`src/rtl/bloom_filter_pkg.sv`:
```
// Shared widths and the LUT write-port controller state type for the bloom filter slice.
package bloom_filter_pkg;

  localparam int BYTE_W         = 8;
  localparam int AMM_LUT_ADDR_W = 18;
  localparam int AMM_LUT_DATA_W = BYTE_W;

  typedef enum logic [1:0] {
    IDLE  = 2'd0,
    CLEAR = 2'd1,
    DONE  = 2'd2
  } lut_ctrl_state_t;

endpackage

```
`src/rtl/bloom_lut_clear_seq.sv`:
```
// Address counter for the LUT clear sweep.
// It flags when every address has been handed out.
module bloom_lut_clear_seq #(
  parameter int ADDR_W = 18,
  parameter int DEPTH  = 2**ADDR_W
) (
  input  logic              i_clk,
  input  logic              i_rst,
  input  logic              i_start,
  input  logic              i_busy,
  output logic              o_last,
  output logic [ADDR_W-1:0] o_addr
);

  localparam logic [ADDR_W:0] LP_DEPTH = (ADDR_W+1)'(DEPTH);
  localparam logic [ADDR_W:0] LP_ONE   = (ADDR_W+1)'(1);

  // Address 0 is issued by the parent on the start cycle, so the count begins at 1.
  // One extra bit lets a full-depth sweep reach DEPTH without wrapping.
  logic [ADDR_W:0] r_cnt;

  always_ff @(posedge i_clk or posedge i_rst) begin
    if (i_rst) begin
      r_cnt <= '0;
    end else if (i_start) begin
      r_cnt <= LP_ONE;
    end else if (i_busy && !o_last) begin
      r_cnt <= r_cnt + LP_ONE;
    end
  end

  assign o_last = (r_cnt == LP_DEPTH);
  assign o_addr = r_cnt[ADDR_W-1:0];

endmodule

```
`src/rtl/bloom_lut_ctrl.sv`:
```
// Owns the bloom filter LUT write port.
// It arbitrates host Avalon-MM writes against a full-table clear sweep.
module bloom_lut_ctrl #(
  parameter int AMM_LUT_ADDR_W = bloom_filter_pkg::AMM_LUT_ADDR_W,
  parameter int AMM_LUT_DATA_W = bloom_filter_pkg::AMM_LUT_DATA_W,
  parameter int LUT_DEPTH      = 2**AMM_LUT_ADDR_W,
  parameter int WR_CNT_W       = 16
) (
  input  logic                      main_clk_i,
  input  logic                      main_arst_i,
  input  logic [AMM_LUT_ADDR_W-1:0] host_lut_address_i,
  input  logic                      host_lut_write_i,
  input  logic [AMM_LUT_DATA_W-1:0] host_lut_writedata_i,
  output logic                      host_lut_waitrequest_o,
  input  logic                      clear_start_i,
  input  logic [AMM_LUT_DATA_W-1:0] clear_value_i,
  output logic                      clear_busy_o,
  output logic                      clear_done_o,
  output logic                      hold_traffic_o,
  output logic [WR_CNT_W-1:0]       host_wr_cnt_o,
  output logic [AMM_LUT_ADDR_W-1:0] lut_address_o,
  output logic                      lut_write_o,
  output logic [AMM_LUT_DATA_W-1:0] lut_writedata_o
);

  import bloom_filter_pkg::*;

  localparam logic [WR_CNT_W-1:0] LP_CNT_ONE = WR_CNT_W'(1);

  lut_ctrl_state_t r_state;
  lut_ctrl_state_t w_next_state;

  logic                      w_start_acc;
  logic                      w_host_acc;
  logic                      w_seq_last;
  logic [AMM_LUT_ADDR_W-1:0] w_seq_addr;
  logic                      w_waitrequest;
  logic                      w_done;
  logic                      w_lut_write;
  logic [AMM_LUT_ADDR_W-1:0] w_lut_address;
  logic [AMM_LUT_DATA_W-1:0] w_lut_writedata;

  logic [AMM_LUT_DATA_W-1:0] r_fill;
  logic                      r_busy;
  logic                      r_hold;
  logic [WR_CNT_W-1:0]       r_wr_cnt;
  logic                      r_lut_write;
  logic [AMM_LUT_ADDR_W-1:0] r_lut_address;
  logic [AMM_LUT_DATA_W-1:0] r_lut_writedata;

  bloom_lut_clear_seq #(
    .ADDR_W (AMM_LUT_ADDR_W),
    .DEPTH  (LUT_DEPTH)
  ) u_clear_seq (
    .i_clk   (main_clk_i),
    .i_rst   (main_arst_i),
    .i_start (w_start_acc),
    .i_busy  (r_state == CLEAR),
    .o_last  (w_seq_last),
    .o_addr  (w_seq_addr)
  );

  always_ff @(posedge main_clk_i or posedge main_arst_i) begin
    if (main_arst_i) begin
      r_state <= IDLE;
    end else begin
      r_state <= w_next_state;
    end
  end

  always_comb begin
    w_next_state = r_state;
    case (r_state)
      IDLE:    if (clear_start_i) w_next_state = CLEAR;
      CLEAR:   if (w_seq_last) w_next_state = DONE;
      DONE:    w_next_state = IDLE;
      default: w_next_state = IDLE;
    endcase
  end

  // A clear start wins over a same-cycle host write; that write stays stalled until IDLE.
  always_comb begin
    w_waitrequest   = 1'b1;
    w_done          = 1'b0;
    w_start_acc     = 1'b0;
    w_host_acc      = 1'b0;
    w_lut_write     = 1'b0;
    w_lut_address   = r_lut_address;
    w_lut_writedata = r_lut_writedata;
    case (r_state)
      IDLE: begin
        w_waitrequest = clear_start_i;
        if (clear_start_i) begin
          w_start_acc     = 1'b1;
          w_lut_write     = 1'b1;
          w_lut_address   = '0;
          w_lut_writedata = clear_value_i;
        end else if (host_lut_write_i) begin
          w_host_acc      = 1'b1;
          w_lut_write     = 1'b1;
          w_lut_address   = host_lut_address_i;
          w_lut_writedata = host_lut_writedata_i;
        end
      end
      CLEAR: begin
        if (!w_seq_last) begin
          w_lut_write     = 1'b1;
          w_lut_address   = w_seq_addr;
          w_lut_writedata = r_fill;
        end
      end
      DONE:    w_done = 1'b1;
      default: w_done = 1'b0;
    endcase
  end

  always_ff @(posedge main_clk_i or posedge main_arst_i) begin
    if (main_arst_i) begin
      r_fill          <= '0;
      r_busy          <= 1'b0;
      r_hold          <= 1'b0;
      r_wr_cnt        <= '0;
      r_lut_write     <= 1'b0;
      r_lut_address   <= '0;
      r_lut_writedata <= '0;
    end else begin
      if (w_start_acc) r_fill <= clear_value_i;
      r_busy          <= (w_next_state == CLEAR);
      r_hold          <= (w_next_state != IDLE);
      if (w_host_acc && (r_wr_cnt != '1)) r_wr_cnt <= r_wr_cnt + LP_CNT_ONE;
      r_lut_write     <= w_lut_write;
      r_lut_address   <= w_lut_address;
      r_lut_writedata <= w_lut_writedata;
    end
  end

  assign host_lut_waitrequest_o = w_waitrequest;
  assign clear_busy_o           = r_busy;
  assign clear_done_o           = w_done;
  assign hold_traffic_o         = r_hold;
  assign host_wr_cnt_o          = r_wr_cnt;
  assign lut_address_o          = r_lut_address;
  assign lut_write_o            = r_lut_write;
  assign lut_writedata_o        = r_lut_writedata;

endmodule

```
`config.mk`:
```
export PLATFORM = sky130hd
export DESIGN_NAME = bloom_lut_ctrl
export DESIGN_NICKNAME = d
export VERILOG_FILES = /design/src/rtl/bloom_filter_pkg.sv /design/src/rtl/bloom_lut_clear_seq.sv /design/src/rtl/bloom_lut_ctrl.sv
export SDC_FILE = /design/constraint.sdc
export NUM_CORES = 1
export LEC_CHECK = 0
export CAP_MARGIN = 20
export CORE_AREA = 3 3 91 93
export CTS_BUF_LIST = sky130_fd_sc_hd__clkbuf_16
export DETAILED_ROUTE_END_ITERATION = 8
export DIE_AREA = 0 0 94 96
export GPL_TIMING_DRIVEN = 0
export PLACE_DENSITY = 0.8
export SYNTH_ARGS = -nofsm -noshare
export SYNTH_HDL_FRONTEND = slang
export SYNTH_SLANG_ARGS = --single-unit
```
`constraint.sdc`:
```
create_clock -name main_clk_i -period 2.9 [get_ports main_clk_i]
set_clock_uncertainty 0.1 [all_clocks]
set_input_delay 0.58 -clock main_clk_i [delete_from_list [all_inputs] [get_ports main_clk_i]]
set_output_delay 0.58 -clock main_clk_i [all_outputs]
set_load 0.01 [all_outputs]
```
======== Word-level counts from Yosys, hierarchy flattened ========
Index checks and enable logic that the tools add are counted.
cells by class
  reductions and logical operators ........ 8
  equality and inequality tests ........... 7
  add/subtract/negate cells ............... 2
  muxes and demuxes ....................... 23
operator list
  operator                 count
  $mux W18                 3
  $mux W19                 2
  $pmux W18 S2             1
  $mux W8                  3
  $add A19 B1 Y19 const B  1
  $eq A19 B19 Y1 const B   1
  $add A16 B1 Y16 const B  1
  $ne A16 B16 Y1 const B   1
  $pmux W8 S2              1
  $mux W1                  9
  $reduce_bool A2 Y1       3
  $eq A2 B1 Y1 const B     2
  $mux W2                  2
  $pmux W2 S2              1
  $ne A3 B3 Y1 const B     1
  $reduce_and A3 Y1        1
  $eq A2 B2 Y1 const B     1
  $logic_and A1 B1 Y1      2
  $logic_not A2 Y1         1
  $ne A2 B2 Y1 const B     1
  $pmux W1 S2              1
  $logic_not A1 Y1         1
storage, ports and cells
  flip-flop bits (word level) ............. 74
  input port bits ......................... 38
  logic and storage cells ................. 49
  output and inout bits ................... 47

======== Depth between registers and ports, before layout ========
Gate-level depths: netlist of the first run.
  depth in word-level cells ............... 5
  mapped depth ............................ 8
  depth with buffers taken out ............ 6

======== Hierarchy ========
Synthesis of the first run repeated with hierarchy kept, for this count alone.
unflattened totals
  cells, all modules ...................... 397
  area total of the unflattened synthesis .. 3,831.2 µm²
by module, submodules not included
  module               times used  cells each  area each (µm²)
  bloom_lut_ctrl       1           260         2,591.2
  bloom_lut_clear_seq  1           137         1,239.9

======== Worst setup path before layout of the first run ========
No wires, ideal clock.
  kind .................................... register -> register
  start ................................... register u_clear_seq.r_cnt[0]
  end ..................................... register r_busy (netlist: clear_busy_o)
  stages on the path, launching flop included .. 8
  buffers on the path ..................... 2
  arrival ................................. 2,121 ps
  setup slack ............................. 555 ps
  required time ........................... 2,676 ps
  path through ............................ dfrtp_1 -> inv_1 -> ha_1 -> or4b_2 -> or2_2 -> buf_2 -> clkbuf_1 -> o31a_1
between the ends
  longest elaborated chain between the ends .. 4
RTL lines
  element                 RTL line                   text
  start, declared         bloom_lut_clear_seq.sv:20  logic [ADDR_W:0] r_cnt;
  start signal, assigned  bloom_lut_clear_seq.sv:28  r_cnt <= r_cnt + LP_ONE;
  $eq A19 B19 Y1          bloom_lut_clear_seq.sv:32  assign o_last = (r_cnt == LP_DEPTH);
  $mux W2                 bloom_lut_ctrl.sv:75       CLEAR: if (w_seq_last) w_next_state = DONE;
  $pmux W2 S2             bloom_lut_ctrl.sv:73       case (r_state)
  $eq A2 B1 Y1            bloom_lut_ctrl.sv:128      r_busy <= (w_next_state == CLEAR);
  end signal, assigned    bloom_lut_ctrl.sv:128
  end, declared           bloom_lut_ctrl.sv:44       logic r_busy;
No other way between the ends.
A chain may end at the register's enable or synchronous reset.

======== Worst setup path after layout of the first run ========
  start ................................... input port clear_start_i
  end ..................................... output port host_lut_waitrequest_o
between the ends
  longest elaborated chain between the ends .. 1
RTL lines
  element          RTL line              text
  start, declared  bloom_lut_ctrl.sv:15  input logic clear_start_i,
  $mux W1          bloom_lut_ctrl.sv:90  case (r_state)
  end, declared    bloom_lut_ctrl.sv:14  output logic host_lut_waitrequest_o,
No other way between the ends.

==> metrics, run 1 <==
result of the run=complete, no violations; shortest clock period the worst path allows after layout=between 2 and 3 ns; Die Height=96 um; final routed DRC violation total=0; startpoint types=input port; total placed instance area=around 0.0048 sq mm; transition at the pin with the smallest max-transition slack=roughly 1.1 ns; NumNets Final=530; setup repair after global routing missed its margin=false; HPWL after detailed placement=7800 um; fraction of layout cells with a size suffix above 1=8.32%; P&R area growth vs syn=34.4%; Root Driver=sky130_fd_sc_hd__clkbuf_16; wire length of the first global-routing pass=17400 um; number of failing hold endpoints at the final stage=0; std cell rows=32; clock buffer count from CTS=9; Max-Cap Viols=0; via count of the routed design=3486; final setup fails=0; Arrival @ worst endpoint=2.08 ns; Achievable Freq=362 MHz; buffer levels on the longest clock path=2; number of synthesized flops with an enable pin=0; worst-skew pair later-pin latency=0.33 ns; predominant post-synthesis flop cell=sky130_fd_sc_hd__dfrtp_1; kind of path behind the tightest hold check=reg -> reg; leading cell type in the layout, fill and taps excluded=sky130_fd_sc_hd__clkdlybuf4s50_1; Layout Cell Area excl Fill=0.00517 sq mm; overall die width=94 um; synthesized area per cell=roughly 9.8 sq um; critical path type=in -> out; hold buffers post-CTS=0; Pre-Repair DR Iteration Count=5; H-Tree Depth=3; share of flip-flops with an asynchronous set or reset=100%; post-synthesis sequential element count=74; post-CTS setup-driven buffer insertion count=0; synthesized area=0.00385 sq mm; master of the slowest instance on the critical path=sky130_fd_sc_hd__clkdlybuf4s50_1; Warnings, synthesis=0; total power of the final layout=a little over 4000 uW; Initial Util=50.6%; global placer's final weighted congestion=roughly 0.9; largest net degree at the start of global routing=53; top fanout value on the critical path=10; average wire length per cell after detail routing=roughly 18 um; element type at the critical path end=output port; Slew headroom=26.2%; top library cells by usage in the layout, fill and taps aside=sky130_fd_sc_hd__clkdlybuf4s50_1 (83), sky130_fd_sc_hd__dfrtp_1 (74), sky130_fd_sc_hd__nand2_1 (50); total congestion overflow=0; total power divided by cell area=a little under 800 mW/mm^2; n_diodes=0; critical path required time=2.22 ns; final max-slew violation count=0; Avg Vias per Cell=between 5 and 6; CTS sink cnt=74; Leakage Power=0.00216 uW; worst path buffer plus inverter count=4; initial antenna violation count=0; delay-heaviest family, CP=buffers and inverters; synthesized netlist net count=435; Die Footprint=0.00902 sq mm; Detail Route Antenna Nets=0; share of synthesized area occupied by flip-flops and latches=48.1%; ratio of final minimum period to clock period=95.2%; GR Util All Layers=25.1%; wire length reported by the detailed router=10800 um; clock-pin slew on the worst setup and hold paths=0.06 ns; core footprint=0.00761 sq mm; quantity of I/O buffers inserted on ports=83; Slowest Stage Delay on Critical Path=0.51 ns; cells after synthesis=394; drt first-iter violations=273; via count of the first global-routing pass=3500; count of distinct cell types in the synthesized netlist=50; Top-Level Pins=85; peak ir drop on the vdd network=0.411 mV; chain of cells forming the critical path=clkbuf_2 > inv_1 > clkbuf_1 > nand2_1 > clkdlybuf4s50_1; CTS tree=done
==> where the power goes <==
part,switching (uW),leakage [uW],internal [uW]
Combinational,599,0.00105,647
Clock,422,0.000167,832
Sequential,272,0.000946,1320
Total,1290,0.00216,2800
==> final cells by class <==
type	count	area, sq um
Buffer	23	97.6
Sequential cell	74	1850
Fill cell	584	2430
Tap cell	102	128
Clock inverter	6	108
Inverter	14	55.1
Clock buffer	9	225
Timing Repair Buffer	84	858
Multi-Input combinational cell	283	1850
==> what timing repair did <==
item                       CTS  global route
pin swaps                    0             0
setup endpoints to repair    1             1
resized for setup            1             2
==> path summary, 6_finish.rpt <==
path | startpoint | endpoint | slack (ns) | depth (start not counted)
hold reg to reg | r_fill[3] | r_fill[3] | 0.38 | 2
hold / removal | r_fill[3] | r_fill[3] | 0.38 | 2
setup reg to reg | u_clear_seq.r_cnt[0] | lut_address_o[11] | 0.17 | 8
setup / recovery | clear_start_i | host_lut_waitrequest_o | 0.14 | 5
max in group asynchronous | main_arst_i | u_clear_seq.r_cnt[0] | 1.68 | 3
min in group asynchronous | main_arst_i | u_clear_seq.r_cnt[6] | 0.47 | 2
==> sequential cells by signal, summed over array words and instances, names as in the netlist <==
register / flops
r_state: 2
u_clear_seq.r_cnt: 19
lut_writedata_o: 8
r_fill: 8
host_wr_cnt_o: 16
hold_traffic_o: 1
lut_address_o: 18
lut_write_o: 1
clear_busy_o: 1
==> metrics by stage <==
stage | setup slack (ns) | util [%] | hold slack, ns | TNS (ns) | std cells
floorplan | 0.338 | - | 0.336 | 0 | 394
global placement | -0.888 | 63.2 | 0.358 | -66.10 | 579
detailed placement | -0.110 | 63.6 | 0.362 | -0.897 | 580
CTS | 0.145 | 68.0 | 0.379 | 0 | 595
global route | 0.0307 | 68.0 | 0.387 | 0 | 595
finish | 0.140 | 68.0 | 0.380 | 0 | 595
==> synthesized netlist by cell type (10+ instances only) <==
cell	n	area (sq um)
sky130_fd_sc_hd__mux2i_1	14	140
sky130_fd_sc_hd__nand2_1	50	188
sky130_fd_sc_hd__dfrtp_1	74	1850
sky130_fd_sc_hd__a21o_1	10	75.1
sky130_fd_sc_hd__o21ai_0	25	125
sky130_fd_sc_hd__a21oi_1	15	75.1
sky130_fd_sc_hd__o211ai_1	10	75.1
sky130_fd_sc_hd__nor2_1	35	131
sky130_fd_sc_hd__nand4_1	11	68.8
sky130_fd_sc_hd__xnor2_1	18	158
sky130_fd_sc_hd__inv_1	14	52.6
sky130_fd_sc_hd__clkbuf_1	21	78.8
sky130_fd_sc_hd__o311a_1	10	100
==> metal layers <==
| layer | GRT usage [%] | part of all wire, % |
|---|---|---|
| met5 | 0 | 0 |
| met4 | 9.75 | 2.0 |
| met3 | 6.80 | 6.5 |
| met2 | 40.7 | 50 |
| met1 | 32.2 | 41 |
==> logic make-up after synthesis <==
logic type                 Yosys count  share of synthesized area [%]
xor gates and xnor gates            20                           4.55
adders and majority gates            3                          0.975
DFF                                 74                           48.1
AOI/OAI and AO/OA                   98                           18.7
buffers and inverters               37                           3.84
and+or+nand+nor                    147                           19.9
muxes                               15                           3.93
==> worst register-to-register path, cell delays in order, from the launching register on <==
cell,delay [ns]
sky130_fd_sc_hd__dfrtp_1,0.44
sky130_fd_sc_hd__inv_1,0.11
sky130_fd_sc_hd__ha_1,0.14
sky130_fd_sc_hd__or4b_2,0.64
sky130_fd_sc_hd__or2_2,0.33
sky130_fd_sc_hd__buf_2,0.18
sky130_fd_sc_hd__clkbuf_1,0.21
sky130_fd_sc_hd__o21ai_0,0.29
sky130_fd_sc_hd__o311a_2,0.23
Note: power is estimated with default switching activity, not from simulation.
==> run 2: changes to the inputs <==
ABC_CLOCK_PERIOD_IN_PS = 2900   (was default)
==> results of run 2 <==
Final layout, timing and power as in run 1 (identical DEF).
==> run 3: changes to the inputs <==
ABC_CLOCK_PERIOD_IN_PS = 3500   (was 2900)
CORE_AREA = 3 3 88 90   (was 3 3 91 93)
DIE_AREA = 0 0 91 93   (was 0 0 94 96)
PLACE_DENSITY = 0.84   (was 0.8)
clock period = 3.5 ns   (was 2.9 ns; I/O delays follow)
==> run 3 against run 2 <==
Effect of this change:
- combinational power down 18%
- hold slack better by 0.0036 ns
- power shrank 20%
- critical path depth did not move
==> metrics, run 3 (synthesized netlist as in run 1, its figures left out) <==
part of the total power dissipated in sequential elements=40.0% (+1.1 points); final routed DRC violation total=0 (unchanged); shortest clock period the worst path allows after layout=3.18 ns; setup repair after global routing missed its margin=false; R2R Setup Slk=0.73 ns (+0.56 ns); result of the run=complete, no violations; Pre-Repair DR Iteration Count=5 (unchanged); Root Driver=sky130_fd_sc_hd__clkbuf_16; number of gates resized after CTS=0 (-1); overall die width=91 um (-3.2%); Detail Route Antenna Nets=0 (unchanged); wire length of the first global-routing pass=17300 um (-0.60%); combinational power share=31.5% (+1.0 points); top register by number of flip-flops=u_clear_seq.r_cnt; startpoint of the tightest hold check path=r_fill[2]; worst reg2reg startpoint=u_clear_seq.r_cnt[0]; startpoint of the most critical setup path=clear_start_i; largest net degree at the start of global routing=68 (+28%); H-Tree Depth=3 (unchanged); HPWL after detailed placement=7540 um (-3.3%); std cell rows=31 (-3.1%); final max-slew violation count=0 (unchanged); Leakage Power=0.00214 uW (-1.1%); Die Footprint=0.00846 sq mm (-6.2%); placed insts=577 (-0.52%); drt first-iter violations=224 (-18%); buffer levels on the longest clock path=2 (unchanged); clock buffer count from CTS=9 (unchanged); element type at the critical path end=output port; wire length reported by the detailed router=10500 um (-3.2%); Switching Power=1090 uW (-16%); hold buffers post-CTS=0 (unchanged); Slew headroom=53.9% (+28 points); total power of the final layout=3280 uW (-20%); final setup fails=0 (unchanged); leading cell type in the layout, fill and taps excluded=sky130_fd_sc_hd__clkdlybuf4s50_1; ratio of final minimum period to clock period=90.8%; kind of path behind the tightest hold check=reg -> reg; Final Non-Filler Cells=594 (-0.17%); NumNets Final=531 (+0.19%); worst-skew pair later-pin latency=0.33 ns (about the same); clock power share=28.5% (-2.2 points); initial antenna violation count=0 (unchanged); final core area utilization=72.0% (+4.0 points); critical path type=in -> out; transition at the pin with the smallest max-transition slack=0.686 ns (-0.413 ns); quantity of I/O buffers inserted on ports=83 (unchanged); total power divided by cell area=637 mW/mm^2 (-19%); TNS Setup=0 ns (unchanged); clock-pin slew on the worst setup and hold paths=0.06 ns (about the same); Avg Vias per Cell=5.77 (-1.5%); Largest register FFs=19 (unchanged); Arrival @ worst endpoint=2.38 ns (+0.30 ns); top library cells by usage in the layout, fill and taps aside=sky130_fd_sc_hd__clkdlybuf4s50_1 (83), sky130_fd_sc_hd__dfrtp_1 (74), sky130_fd_sc_hd__nand2_1 (50); Max-Cap Viols=0 (unchanged); core footprint=0.00714 sq mm (-6.2%); Initial Util=53.9% (+3.3 points); Filler Cell Count=548 (-6.2%); post-CTS setup-driven buffer insertion count=0 (unchanged); GR Util All Layers=25.8% (+0.66 points); Die Height=93 um (-3.1%); Achievable Freq=315 MHz; CTS sink cnt=74 (unchanged); global placer's final weighted congestion=0.915 (+1.4%); Layout Cell Area excl Fill=0.00514 sq mm (-0.63%); via count of the first global-routing pass=3497 (-0.086%); average wire length per cell after detail routing=17.6 um (-3.0%); n_diodes=0 (unchanged); via count of the routed design=3427 (-1.7%); number of failing hold endpoints at the final stage=0 (unchanged); P&R area growth vs syn=33.6%; switching share of power=33.3% (+1.7 points); internal power component=2180 uW (-22%); total placed instance area=0.00483 sq mm (about the same); top fanout value on the critical path=10 (unchanged); peak ir drop on the vdd network=0.374 mV (-8.9%); CTS tree=done; fraction of layout cells with a size suffix above 1=8.28% (-0.034 points); total congestion overflow=0 (unchanged); Top-Level Pins=85 (unchanged); critical path required time=2.70 ns (+0.48 ns); startpoint types=input port
run 3: changes by cell type in the layout (fill, tap and decap cells not counted), sizes merged:
cell,before,now
buf,3,4
bufinv,3,1
clkinv,2,3
clkinvlp,0,1
inv,15,16
run 3: power by group through the flow:
stage | Sequential [uW] | Combinational, uW | Clock [uW]
6_report | 1310 | 1030 | 934
5_1_grt | 1340 | 1130 | 976
4_1_cts | 1300 | 1040 | 943
3_5_place_dp | 1310 | 1020 | 0
3_3_place_gp | 1300 | 986 | 0
2_1_floorplan | 1320 | 531 | 0
run 3: area by class of cell:
class	count	area, sq um	share of cell area (%)
multi-input cells	283	1850	36.0
well taps	99	124	2.41
clock buffers	9	225	4.38
plain buffers	23	95.1	1.85
repair buffers	85	863	16.8
inverters	14	55.1	1.07
flip-flops and latches	74	1850	36.0
clock inverters	7	76.3	1.48
run 3: stage by stage:
| stage | hold WS (ns) | setup WS [ns] |
|---|---|---|
| after detailed placement | 0.365 | 0.344 |
| after global routing | 0.404 | 0.237 |
| after floorplan | 0.336 | 0.818 |
| after global placement | 0.357 | -0.389 |
| final | 0.384 | 0.321 |
| after CTS | 0.381 | 0.348 |
run 3: worst max-delay path: stages:
cell and delay (ns):
sky130_fd_sc_hd__clkbuf_1 0.41, sky130_fd_sc_hd__inv_1 0.28, sky130_fd_sc_hd__clkbuf_1 0.30, sky130_fd_sc_hd__nand2_1 0.12
sky130_fd_sc_hd__clkdlybuf4s50_1 0.56
run 3: final timing paths:
check                           cells past startpoint                     end
worst max-delay path                                5  host_lut_waitrequest_o
worst min-delay path                                2               r_fill[2]
worst max register to register                      8        lut_address_o[9]
worst min register to register                      2               r_fill[2]
max in group asynchronous                           3    u_clear_seq.r_cnt[2]
min in group asynchronous                           2    u_clear_seq.r_cnt[9]
run 3: metal layers:
layer / share of wire [%] / global-route usage, % / wire, um / vias to the layer above
met5: 0 / 0 / 0 / -
met4: 2.0 / 9.05 / 205 / 0
met3: 7.5 / 9.17 / 783 / 23
met2: 50 / 42.8 / 5270 / 114
met1: 40 / 31.1 / 4200 / 1665
li1: - / - / - / 1625
